===== src/rtl/seg_scan_decoder.sv =====
// seg_scan_decoder: reads back the scanned four-digit seven-segment bus,
// debounces each dwell, decodes the lit pattern to a symbol code and
// publishes a full frame once every digit position has been captured.
module seg_scan_decoder #(
  parameter int STABLE_CYCLES = 4,
  parameter int TIMEOUT       = 500000
) (
  input  logic        clk,
  input  logic        rst,
  input  logic [3:0]  ssgAnode,
  input  logic [7:0]  ssg,
  output logic [15:0] digits,
  output logic [3:0]  dp,
  output logic [3:0]  seg_err,
  output logic        frame_valid,
  output logic        stall
);

  // The stability counter saturates one above the accept value, so the
  // accept value is reached exactly once per dwell.
  localparam int CW = $clog2(STABLE_CYCLES + 1);
  localparam int TW = $clog2(TIMEOUT + 1);
  localparam logic [CW-1:0] ACC_VAL = CW'(STABLE_CYCLES - 1);
  localparam logic [CW-1:0] SAT_VAL = CW'(STABLE_CYCLES);
  localparam logic [TW-1:0] TO_VAL  = TW'(TIMEOUT);

  logic [11:0]   hold;
  logic [11:0]   sample;
  logic [CW-1:0] stab_cnt;
  logic [CW-1:0] stab_next;
  logic [TW-1:0] idle_cnt;
  logic [TW-1:0] idle_next;
  logic [15:0]   slot_code;
  logic [3:0]    slot_dp;
  logic [3:0]    slot_err;
  logic [3:0]    seen;
  logic [3:0]    seen_with;
  logic [3:0]    pos_bit;
  logic [1:0]    pos;
  logic          single_low;
  logic          accept;
  logic          complete;
  logic          pending;
  logic [3:0]    dec_code;
  logic          dec_err;

  // Segment pattern (a..g, active-low) to symbol code; bit 4 flags an
  // undecodable pattern, which is reported as code C.
  function automatic logic [4:0] decode(input logic [6:0] pat);
    logic [4:0] r;
    case (pat)
      7'b0000001: r = 5'h00;
      7'b1001111: r = 5'h01;
      7'b0010010: r = 5'h02;
      7'b0000110: r = 5'h03;
      7'b1001100: r = 5'h04;
      7'b0100100: r = 5'h05;
      7'b0100000: r = 5'h06;
      7'b0001111: r = 5'h07;
      7'b0000000: r = 5'h08;
      7'b0000100: r = 5'h09;
      7'b1111110: r = 5'h0A;
      7'b1111010: r = 5'h0B;
      7'b0110000: r = 5'h0E;
      7'b1111111: r = 5'h0F;
      default:    r = 5'h1C;
    endcase
    return r;
  endfunction

  // Only a strobe with exactly one low bit names a digit position.
  always_comb begin
    single_low = 1'b1;
    pos        = 2'd0;
    case (ssgAnode)
      4'b1110: pos = 2'd0;
      4'b1101: pos = 2'd1;
      4'b1011: pos = 2'd2;
      4'b0111: pos = 2'd3;
      default: single_low = 1'b0;
    endcase
  end

  // Next-state of the stability filter and idle timer, plus the accept and
  // frame-completion decisions they drive.
  always_comb begin
    sample = {ssgAnode, ssg};
    if (sample != hold) begin
      stab_next = '0;
    end else if (stab_cnt == SAT_VAL) begin
      stab_next = stab_cnt;
    end else begin
      stab_next = stab_cnt + CW'(1);
    end
    accept    = single_low && (stab_next == ACC_VAL);
    pos_bit   = 4'b0001 << pos;
    seen_with = seen | pos_bit;
    complete  = accept && (seen_with == 4'hF);
    {dec_err, dec_code} = decode(ssg[7:1]);
    if (accept) begin
      idle_next = '0;
    end else if (idle_cnt == TO_VAL) begin
      idle_next = idle_cnt;
    end else begin
      idle_next = idle_cnt + TW'(1);
    end
  end

  // Filter state, slot capture, frame publication one edge after the
  // completing accept, and the stall timer.
  always_ff @(posedge clk) begin
    if (rst) begin
      hold        <= 12'hFFF;
      stab_cnt    <= '0;
      slot_code   <= 16'hFFFF;
      slot_dp     <= 4'h0;
      slot_err    <= 4'h0;
      seen        <= 4'h0;
      pending     <= 1'b0;
      digits      <= 16'hFFFF;
      dp          <= 4'h0;
      seg_err     <= 4'h0;
      frame_valid <= 1'b0;
      idle_cnt    <= '0;
      stall       <= 1'b0;
    end else begin
      hold        <= sample;
      stab_cnt    <= stab_next;
      frame_valid <= pending;
      pending     <= complete;
      if (pending) begin
        digits  <= slot_code;
        dp      <= slot_dp;
        seg_err <= slot_err;
      end
      if (accept) begin
        slot_code[{pos, 2'b00} +: 4] <= dec_code;
        slot_dp[pos]                 <= ~ssg[0];
        slot_err[pos]                <= dec_err;
        seen                         <= complete ? 4'h0 : seen_with;
      end
      idle_cnt <= idle_next;
      stall    <= (idle_next == TO_VAL);
    end
  end

endmodule


===== config.mk =====
export PLATFORM = sky130hd
export DESIGN_NAME = seg_scan_decoder
export DESIGN_NICKNAME = d
export VERILOG_FILES = /design/src/rtl/seg_scan_decoder.sv
export SDC_FILE = /design/constraint.sdc
export NUM_CORES = 1
export LEC_CHECK = 0
export ABC_CLOCK_PERIOD_IN_PS = 4050
export CAP_MARGIN = 40
export CORE_MARGIN = 1
export CORE_UTILIZATION = 61
export DETAILED_ROUTE_END_ITERATION = 6
export PLACE_DENSITY = 0.93
export SLEW_MARGIN = 20
export SYNTH_ARGS = -nofsm -noshare
export SYNTH_HDL_FRONTEND = slang
export SYNTH_SLANG_ARGS = --single-unit

===== constraint.sdc =====
create_clock -name clk -period 4.05 [get_ports clk]
set_input_delay 0.405 -clock clk [delete_from_list [all_inputs] [get_ports clk]]
set_output_delay 0.405 -clock clk [all_outputs]
set_load 0.005 [all_outputs]

# Word level (Yosys, flattened, before mapping)
# Cells that the tools add are included.
word_totals:
  out_inout_bits: 26
  ff_bits: 89
  in_bits: 14
classes:
  n_eq_ne: 23
  bitwise_logic: 2
  muxes: 13
  n_shift: 3
  n_addsub: 3
  magnitude_cmp: 2
  n_reduce_logical: 5
ops:
  columns: ["op", "n"]
  rows:
  - ["$pmux W5 S14", 1]
  - ["$eq A19 B19 Y1 const B", 2]
  - ["$mux W19", 2]
  - ["$eq A7 B7 Y1 const B", 5]
  - ["$eq A7 B6 Y1 const B", 3]
  - ["$add A19 B1 Y19 const B", 1]
  - ["$bwmux W16", 1]
  - ["$eq A4 B4 Y1 const B", 4]
  - ["$shift A4 B6 Y16 const A", 1]
  - ["$shiftx A4 B6 Y16", 1]
  - ["$eq A7 B3 Y1 const B", 2]
  - ["$ne A12 B12 Y1", 1]
  - ["$bwmux W4", 2]
  - ["$eq A7 B1 Y1 const B", 1]
  - ["$eq A7 B4 Y1 const B", 1]
  - ["$eq A7 B5 Y1 const B", 1]
  - ["$logic_not A7 Y1", 1]
  - ["$mux W3", 2]
  - ["$neg A4 Y6", 1]
  - ["$pmux W2 S3", 1]
  - ["$eq A4 B3 Y1 const B", 1]
  - ["$mux W4", 1]
  - ["$or A4 B4 Y4", 1]
  - ["$reduce_or A4 Y1", 1]
  - ["10 further kinds", 13]

# Longest topological paths before layout
# Gate-level depths: netlist of run 1.
depth:
  ltp_word: 7
  ltp_mapped: 10

# Worst setup path after synthesis of run 1
# OpenSTA, ideal clock, no wires.
synth_path:
  kind: "in2reg"
  from: "in ssg[3]"
  to: "reg slot_code[4]"
  path_buffers: 2
  setup_time_ns: 0.122
  slack_ns: 1.790
  stages: 8
  required_time_ns: 3.928
  arrival_ns: 2.138
  path_cell_list: "clkbuf_1 > xnor2_1 > nand4_1 > nor3_1 > and2_1 > buf_6 > nand2_1 > a221o_1"
synth_via:
  elab_chain_cells: 4
  word_cells_on_any_way: 21
  cone_classes: "eq/ne (15); shift (1); mux (3); reduce/logical (2)"
synth_lines:
  columns: ["item", "line", "rtl"]
  rows:
  - ["start: declaration", "11", "input logic [7:0] ssg,"]
  - ["$eq A7 B7 Y1, or another cell as far along", "51", "case (pat)"]
  - ["$pmux W5 S14 or $mux W3 (tied branches)", "51, 88", null]
  - ["$shiftx A4 B6 Y16 or $eq A3 B2 Y1 (tied branches)", "137, 95", null]
  - ["$bwmux W16 or $logic_and A1 B1 Y1 (tied branches)", "137, 95", null]
  - ["end signal: indexed assignment", "137", "slot_code[{pos, 2'b00} +: 4] <= dec_code;"]
  - ["end: declaration", "33", "logic [15:0] slot_code;"]
# Parallel ways exist; a longest one is shown, timed or not.
# A chain may end at the register's enable or synchronous reset.

# Worst setup path in the final report of run 1
layout_path:
  from: "in ssgAnode[3]"
  to: "reg slot_code[6]"
layout_via:
  elab_chain_cells: 5
  word_cells_on_any_way: 15
  cone_classes: "add/sub (1); eq/ne (6); shift (2); mux (4); reduce/logical (2)"
layout_lines:
  columns: ["item", "line", "rtl"]
  rows:
  - ["start: declaration", "10", "input logic [3:0] ssgAnode,"]
  - ["$eq A4 B3 Y1 or $eq A4 B4 Y1 (tied branches)", "75", "case (ssgAnode)"]
  - ["$pmux W2 S3", "75", null]
  - ["$neg A4 Y6", "137", null]
  - ["$shiftx A4 B6 Y16 or $shift A4 B6 Y16 (tied branches)", "137", null]
  - ["$bwmux W16", "137", null]
# Parallel ways exist; a longest one is shown, timed or not.

==> load_flow_metrics.sql, run 1 <==
INSERT INTO impl_metrics (metric_group, metric, value, unit) VALUES
('run_status', 'status', 'finished, violations left', ''),
('run_status', 'failed_checks', 'design-rule violations', ''),
('yosys', 'synth_top_family_by_area', 'simple AND/OR/NAND/NOR gates', ''),
('yosys', 'post_synth_instance_area', '0.004119', 'mm²'),
('yosys', 'number_of_instances_in_the_synthesized_netlist', '448', ''),
('die', 'die_ar', '0.007085', 'mm²'),
('global_routing', 'grt_first_pass_wirelength', '14080', 'µm'),
('pwr', 'power.ir.vdd_worst', '0.0002649', 'V'),
('detailed_routing', 'detail_route.drc_violations', '8', ''),
('clock_network', 'post-cts-setup-buffer-count', '0', ''),
('clock_network', 'clock_tree.root_cell', 'sky130_fd_sc_hd__clkbuf_8', ''),
('critical_path', 'cp-end-kind', 'flop', ''),
('detailed_routing', 'routed_wl', '8098', 'µm'),
('yosys', 'synth-adder-area-share', '0.03341', ''),
('yosys', 'postSynthNetCount', '473', ''),
('yosys', 'yosys-top-cells-count', 'sky130_fd_sc_hd__dfxtp_1 (89), sky130_fd_sc_hd__nor2_1 (49), sky130_fd_sc_hd__nand2_1 (27), sky130_fd_sc_hd__xnor2_1 (27)', ''),
('die', 'initial_cell_density_of_the_core', '0.6413', ''),
('sta', 'actual_transition_at_the_worst_max_transition_pin', '0.8643', 'ns'),
('clock_network', 'cts_buffers', '9', ''),
('global_routing', 'grt_max_degree', '39', ''),
('yosys', 'synth.most_common_cell', 'sky130_fd_sc_hd__dfxtp_1', ''),
('hold_path', 'hp-class', 'flop to flop', ''),
('yosys', 'netlist_top_cells_area', 'sky130_fd_sc_hd__dfxtp_1 (43%), sky130_fd_sc_hd__xnor2_1 (5.7%), sky130_fd_sc_hd__nor2_1 (4.5%)', ''),
('placement', 'dp.cells', '541', ''),
('yosys', 'synth_enable_flop_cells', '0', ''),
('placement', 'routabilityCongestion', '0.8699', ''),
('sta', 'worst_slew_margin_rel', '0.4185', ''),
('sta', 'period_utilization_post_route', '0.7340', ''),
('detailed_routing', 'routed_wire_length_per_instance', '14.54', 'µm'),
('detailed_routing', 'first_pass_iters', '7', ''),
('placement', 'hpwl_after_detailed_placement', '5796', 'µm'),
('die', 'io-pin-count', '40', ''),
('die', 'die_width', '84.17', 'µm'),
('yosys', 'mean_instance_size_in_the_synthesized_netlist', '9.194', 'µm²'),
('critical_path', 'crit_path_max_fanout', '22', ''),
('die', 'core_area', '0.006422', 'mm²'),
('critical_path', 'r2r_end', 'slot_code[6]', ''),
('detailed_routing', 'post_drt_via_cell_ratio', '5.837', ''),
('sta', 'rsz0062_at_grt', 'no', ''),
('yosys', 'ys_warn_count', '0', ''),
('layout', 'design.final.nets', '500', ''),
('pwr', 'finalPower', '1.532', 'mW'),
('placement', 'placement.io_buffers', '39', ''),
('yosys', 'synth_largest_type_area_fraction', '0.4326', ''),
('clock_network', 'post_cts.resized_instances', '0', ''),
('sta', 'worst_clock_skew', '0.01143', 'ns'),
('pwr', 'p_leak', '1.606', 'nW'),
('layout', 'final_cell_count_no_fill', '557', ''),
('sta', 'fmax', '336.4', 'MHz'),
('critical_path', 'crit_arrival', '3.21', 'ns'),
('yosys', 'synth-compound-area-share', '0.1416', ''),
('global_routing', 'number_of_global_route_vias_before_repair', '3000', ''),
('critical_path', 'critical_path_class', 'input port to flop', ''),
('critical_path', 'crit_required', '4.29', 'ns'),
('critical_path', 'timing.reg2reg.worst_path_depth', '8', ''),
('yosys', 'synth_xor_area_frac', '0.07868', ''),
('layout', 'antenna_cells_inserted', '0', ''),
('job', 'cap_viol_max_count', '0', ''),
('yosys', 'synth_ff_type', 'sky130_fd_sc_hd__dfxtp_1', ''),
('die', 'die_y', '84.17', 'µm'),
('yosys', 'synthMuxAreaShare', '0.02430', ''),
('sta', 'hold-worst-slack', '0.4770', 'ns'),
('sta', 'timing.final.crit_period', '2.973', 'ns'),
('critical_path', 'cp-start-kind', 'input port', ''),
('die', 'row_count', '29', ''),
('clock_network', 'tritoncts', 'yes', ''),
('global_routing', 'antenna_found_initial', '0', ''),
('yosys', 'synthSimpleGateAreaFrac', '0.2515', ''),
('global_routing', 'grt_overflow_total', '0', ''),
('clock_network', 'postCtsHoldBufs', '0', ''),
('global_routing', 'global_route.usage.total', '0.2468', '');
-- state kept, by name (all words and copies together), names as in the netlist, 3 cells and up --
| register | count |
|---|---|
| stab_cnt | 3 |
| dp | 4 |
| slot_dp | 4 |
| seg_err | 4 |
| hold | 12 |
| slot_code | 16 |
| seen | 4 |
| digits | 16 |
| slot_err | 4 |
| idle_cnt | 19 |
-- metal layers --
| layer | global-route usage | wire length [µm] | vias up |
|---|---|---|---|
| met5 | 0 | 0 | - |
| met4 | 0.09561 | 185 | 0 |
| met3 | 0.05801 | 402 | 19 |
| met2 | 0.3964 | 3776 | 103 |
| met1 | 0.3239 | 3733 | 1498 |
| li1 | - | - | 1631 |
-- metrics by stage --
step / cell area, µm² / setup WS [ns]
3_3_place_gp: 4497 / 0.8819
5_1_grt: 4687 / 0.8527
3_5_place_dp: 4517 / 0.7174
6_report: 4687 / 1.077
4_1_cts: 4687 / 1.110
2_1_floorplan: 4119 / 1.790
-- cells in the final DEF, fill, tap and decap left out, types with 3 or more instances in the layout --
cell	instances
sky130_fd_sc_hd__xnor2_1	27
sky130_fd_sc_hd__nor2_1	49
sky130_fd_sc_hd__nor3b_1	3
sky130_fd_sc_hd__nand4_1	5
sky130_fd_sc_hd__inv_1	10
sky130_fd_sc_hd__a311oi_1	3
sky130_fd_sc_hd__nand3_1	22
sky130_fd_sc_hd__clkdlybuf4s50_1	38
sky130_fd_sc_hd__dfxtp_1	89
sky130_fd_sc_hd__clkbuf_8	9
sky130_fd_sc_hd__nor3_1	7
sky130_fd_sc_hd__a221o_1	11
sky130_fd_sc_hd__o21a_1	3
sky130_fd_sc_hd__or2_2	15
sky130_fd_sc_hd__nand2_1	27
sky130_fd_sc_hd__and2_1	3
sky130_fd_sc_hd__and3_1	7
sky130_fd_sc_hd__nand2b_1	4
sky130_fd_sc_hd__nor4_1	4
sky130_fd_sc_hd__and4_1	5
sky130_fd_sc_hd__nand3b_1	3
sky130_fd_sc_hd__a21oi_1	18
sky130_fd_sc_hd__mux2i_1	10
sky130_fd_sc_hd__ha_1	11
sky130_fd_sc_hd__a211oi_1	3
sky130_fd_sc_hd__a211o_1	19
sky130_fd_sc_hd__nor2b_1	22
sky130_fd_sc_hd__xor2_1	10
sky130_fd_sc_hd__o21ai_0	5
sky130_fd_sc_hd__o22ai_1	4
-- where the power goes --
| part | switching (mW) | internal, mW | total (mW) | leakage, nW |
|---|---|---|---|---|
| sequential | 0.00673 | 0.883 | 0.890 | 0.722 |
| clock | 0.313 | 0.225 | 0.538 | 0.0831 |
| combinational | 0.0602 | 0.0441 | 0.104 | 0.801 |
-- worst max-delay path, stage by stage --
cell and delay [ns]:
sky130_fd_sc_hd__clkdlybuf4s50_1 0.60, sky130_fd_sc_hd__xor2_1 0.18, sky130_fd_sc_hd__nand3_1 0.23, sky130_fd_sc_hd__a2111oi_4 0.53, sky130_fd_sc_hd__and2_1 0.63, sky130_fd_sc_hd__nand2_1 0.24
sky130_fd_sc_hd__a221o_1 0.39
-- final cells by class --
cell class,count,area [µm²]
fillers,455,1735
inverters,10,37.54
repair buffers,42,420.4
clock inverters,6,42.54
clock buffers,10,127.6
flip-flops and latches,89,1782
well taps,77,96.34
multi-input cells,323,2181
-- how the worst min path moves through the flow --
stage                      start            to  slack [ns]  cells past startpoint
floorplan            slot_err[0]   slot_err[0]        0.44                      2
global placement         seen[0]       seen[0]        0.45                      1
detailed placement  slot_code[2]  slot_code[2]        0.46                      1
CTS                  slot_err[1]   slot_err[1]        0.48                      2
global route        slot_code[2]  slot_code[2]        0.49                      1
finish               slot_err[1]   slot_err[1]        0.48                      2
-- kinds of logic after synthesis --
group | Yosys count
compound gates | 75
xor+xnor | 37
fa+ha+maj | 11
buf+inv | 36
flops | 89
mux | 10
simple gates | 190
Power figures use the tool's default switching activity.
==> inputs of run 2 (changes only) <==
- ABC_CLOCK_PERIOD_IN_PS: 4050 -> 2800
- CORE_UTILIZATION: 61 -> 57
- PLACE_DENSITY: 0.93 -> 0.89
- clock period: 4.05 -> 2.8 ns (I/O delays scaled with it)
==> run 2 against run 1 <==
Effect of this change: the flow now finishes without violations; clock-buffer cell count decreased by 1; die area increased by 6.8%; design area increased by 2.2%; largest power group unchanged; highest routed layer unchanged.
==> load_flow_metrics.sql, run 2 (synthesis results as in run 1) <==
INSERT INTO impl_metrics (metric_group, metric, value, unit) VALUES
('sta', 'final.setup.worst_slack', '0.4160', 'ns'),
('placement', 'hpwl_after_detailed_placement', '5902', 'µm'),
('clock_network', 'total_number_of_h_tree_levels', '3', ''),
('global_routing', 'grt_max_degree', '42', ''),
('detailed_routing', 'first_pass_iters', '4', ''),
('pwr', 'p_leak', '1.663', 'nW'),
('clock_network', 'tritoncts', 'yes', ''),
('global_routing', 'globalRouteMet2Util', '0.4037', ''),
('run_status', 'status', 'finished clean', ''),
('layout', 'areaGrowthSynthToFinish', '16.28', '%'),
('clock_network', 'tritoncts_num_sinks', '89', ''),
('sta', 'setup_violations', '0', ''),
('die', 'initial_cell_density_of_the_core', '0.5996', ''),
('global_routing', 'highest_utilization_routing_layer_at_the_global_route_stage', 'met2', ''),
('detailed_routing', 'first_iter_violations', '196', ''),
('critical_path', 'cp-end-kind', 'flop', ''),
('placement', 'post_dp_cell_area', '0.004588', 'mm²'),
('die', 'die_y', '87.01', 'µm'),
('clock_network', 'post-cts-setup-buffer-count', '0', ''),
('critical_path', 'r2r_start', 'stab_cnt[0]', ''),
('layout', 'layout.cells.most_common', 'sky130_fd_sc_hd__dfxtp_1', ''),
('critical_path', 'crit_arrival', '2.66', 'ns'),
('layout', 'layout.cell_area.non_filler', '0.004790', 'mm²'),
('layout', 'largest_register_ff_count', '19', ''),
('layout', 'layout-drive-gt1-share', '0.1086', ''),
('placement', 'pre_cts_slack', '0.1239', 'ns'),
('clock_network', 'postCtsHoldBufs', '0', ''),
('sta', 'period_utilization_post_route', '0.8514', ''),
('die', 'core_area', '0.006869', 'mm²'),
('layout', 'max_flop_register', 'idle_cnt', ''),
('die', 'io-pin-count', '40', ''),
('sta', 'worst_slew_margin_rel', '0.5566', ''),
('clock_network', 'clk_latency', '0.36', 'ns'),
('critical_path', 'r2r_end', 'slot_dp[2]', ''),
('pwr', 'power_per_cell_area', '487.6', 'mW/mm²'),
('global_routing', 'number_of_global_route_vias_before_repair', '3131', ''),
('critical_path', 'cp-start-kind', 'flop', ''),
('hold_path', 'hp-class', 'input port to flop', ''),
('sta', 'worst_clock_skew', '0.01337', 'ns'),
('sta', 'timing_max_transition_violations_final', '0', ''),
('placement', 'routabilityCongestion', '0.8954', ''),
('layout', 'most-common-layout-cells', 'sky130_fd_sc_hd__dfxtp_1 (89), sky130_fd_sc_hd__nor2_1 (49), sky130_fd_sc_hd__clkdlybuf4s50_1 (38)', ''),
('job', 'cap_viol_max_count', '0', ''),
('sta', 'fmax', '419.5', 'MHz'),
('die', 'row_count', '30', ''),
('global_routing', 'global_route.usage.total', '0.2381', ''),
('clock_network', 'cts_clk_pin_slew_worst_paths', '0.09', 'ns'),
('critical_path', 'timing.reg2reg.worst_path_depth', '9', ''),
('layout', 'biggestRegsByFlops', 'idle_cnt (19), digits (16), slot_code (16)', ''),
('detailed_routing', 'post_drt_via_cell_ratio', '5.673', ''),
('global_routing', 'grt_util_met3', '0.05024', ''),
('hold_path', 'worstHoldEndpoint', 'seg_err[0]', ''),
('critical_path', 'critical_path_class', 'flop to flop', ''),
('global_routing', 'global_route.usage.met1', '0.2900', ''),
('pwr', 'power.ir.vdd_worst', '0.0003453', 'V'),
('sta', 'fin_setup_tns', '0', 'ns'),
('pwr', 'finalPower', '2.335', 'mW'),
('clock_network', 'post_cts.resized_instances', '0', ''),
('die', 'die_width', '87.01', 'µm'),
('critical_path', 'crit_required', '3.07', 'ns'),
('global_routing', 'grt_overflow_total', '0', ''),
('clock_network', 'cts_buffers', '9', ''),
('placement', 'placement.io_buffers', '39', ''),
('sta', 'timing.final.hold_violations', '0', ''),
('sta', 'timing.final.crit_period', '2.384', 'ns'),
('hold_path', 'worst_hold_path_depth', '2', ''),
('global_routing', 'antenna_found_initial', '0', ''),
('layout', 'antenna_cells_inserted', '0', ''),
('global_routing', 'grt_first_pass_wirelength', '14190', 'µm'),
('detailed_routing', 'routed_wl', '8364', 'µm'),
('detailed_routing', 'antenna_left', '0', ''),
('detailed_routing', 'detail_route.drc_violations', '0', ''),
('sta', 'rsz0062_at_grt', 'no', ''),
('clock_network', 'maximum_root_to_sink_buffer_count', '2', ''),
('clock_network', 'clock_tree.root_cell', 'sky130_fd_sc_hd__clkbuf_8', ''),
('detailed_routing', 'routed-via-count', '3313', ''),
('sta', 'actual_transition_at_the_worst_max_transition_pin', '0.6651', 'ns'),
('die', 'die_ar', '0.007570', 'mm²'),
('detailed_routing', 'routed_wire_length_per_instance', '14.32', 'µm'),
('placement', 'dp.cells', '568', ''),
('critical_path', 'r2r_setup_slack', '0.42', 'ns'),
('layout', 'design.final.nets', '508', ''),
('hold_path', 'hold_path_startpoint', 'rst', ''),
('critical_path', 'crit_path_max_fanout', '15', ''),
('layout', 'final_cell_count_no_fill', '584', '');
run 2: area by class of cell:
type / instances / area (µm²)
fillers: 522 / 2079
well taps: 96 / 120.1
clock buffers: 9 / 123.9
clock inverters: 7 / 77.57
multi-input cells: 323 / 2181
flip-flops and latches: 89 / 1782
repair buffers: 50 / 467.9
inverters: 10 / 37.54
run 2: through the flow:
step / hold WS (ns) / utilization
final: 0.4351 / 0.6973
after global routing: 0.4527 / 0.6973
after CTS: 0.4329 / 0.6973
after detailed placement: 0.4613 / 0.6679
after global placement: 0.4490 / 0.6679
after floorplan: 0.3756 / -
run 2: report_power, final:
group / switching [mW] / internal, mW / total [mW]
Clock: 0.470 / 0.423 / 0.893
Combinational: 0.0875 / 0.0673 / 0.155
Sequential: 0.00954 / 1.28 / 1.29
run 2: how the worst max path moves through the flow:
| stage | from | to | slack (ns) | depth (start not counted) |
|---|---|---|---|---|
| 2_1_floorplan | stab_cnt[0] | slot_code[5] | 0.54 | 9 |
| 3_3_place_gp | ssgAnode[3] | slot_dp[1] | 0.23 | 8 |
| 3_5_place_dp | ssgAnode[3] | slot_dp[2] | 0.12 | 8 |
| 4_1_cts | stab_cnt[0] | slot_dp[2] | 0.43 | 9 |
| 5_1_grt | stab_cnt[0] | slot_dp[1] | 0.22 | 9 |
| 6_report | stab_cnt[0] | slot_dp[2] | 0.42 | 9 |
run 2: critical path: stages, from the launching register on:
cell	delay, ns
sky130_fd_sc_hd__dfxtp_1	0.45
sky130_fd_sc_hd__inv_1	0.07
sky130_fd_sc_hd__ha_1	0.20
sky130_fd_sc_hd__nand3b_1	0.16
sky130_fd_sc_hd__o21a_1	0.15
sky130_fd_sc_hd__a2111oi_4	0.34
sky130_fd_sc_hd__and2_1	0.32
sky130_fd_sc_hd__buf_4	0.25
sky130_fd_sc_hd__a21oi_1	0.09
sky130_fd_sc_hd__a311oi_1	0.26
run 2: layer usage:
metal | wire length [µm] | up-vias
li1 | - | 1649
met1 | 3716 | 1546
met2 | 4087 | 101
met3 | 406 | 17
met4 | 153 | 0
met5 | 0 | -
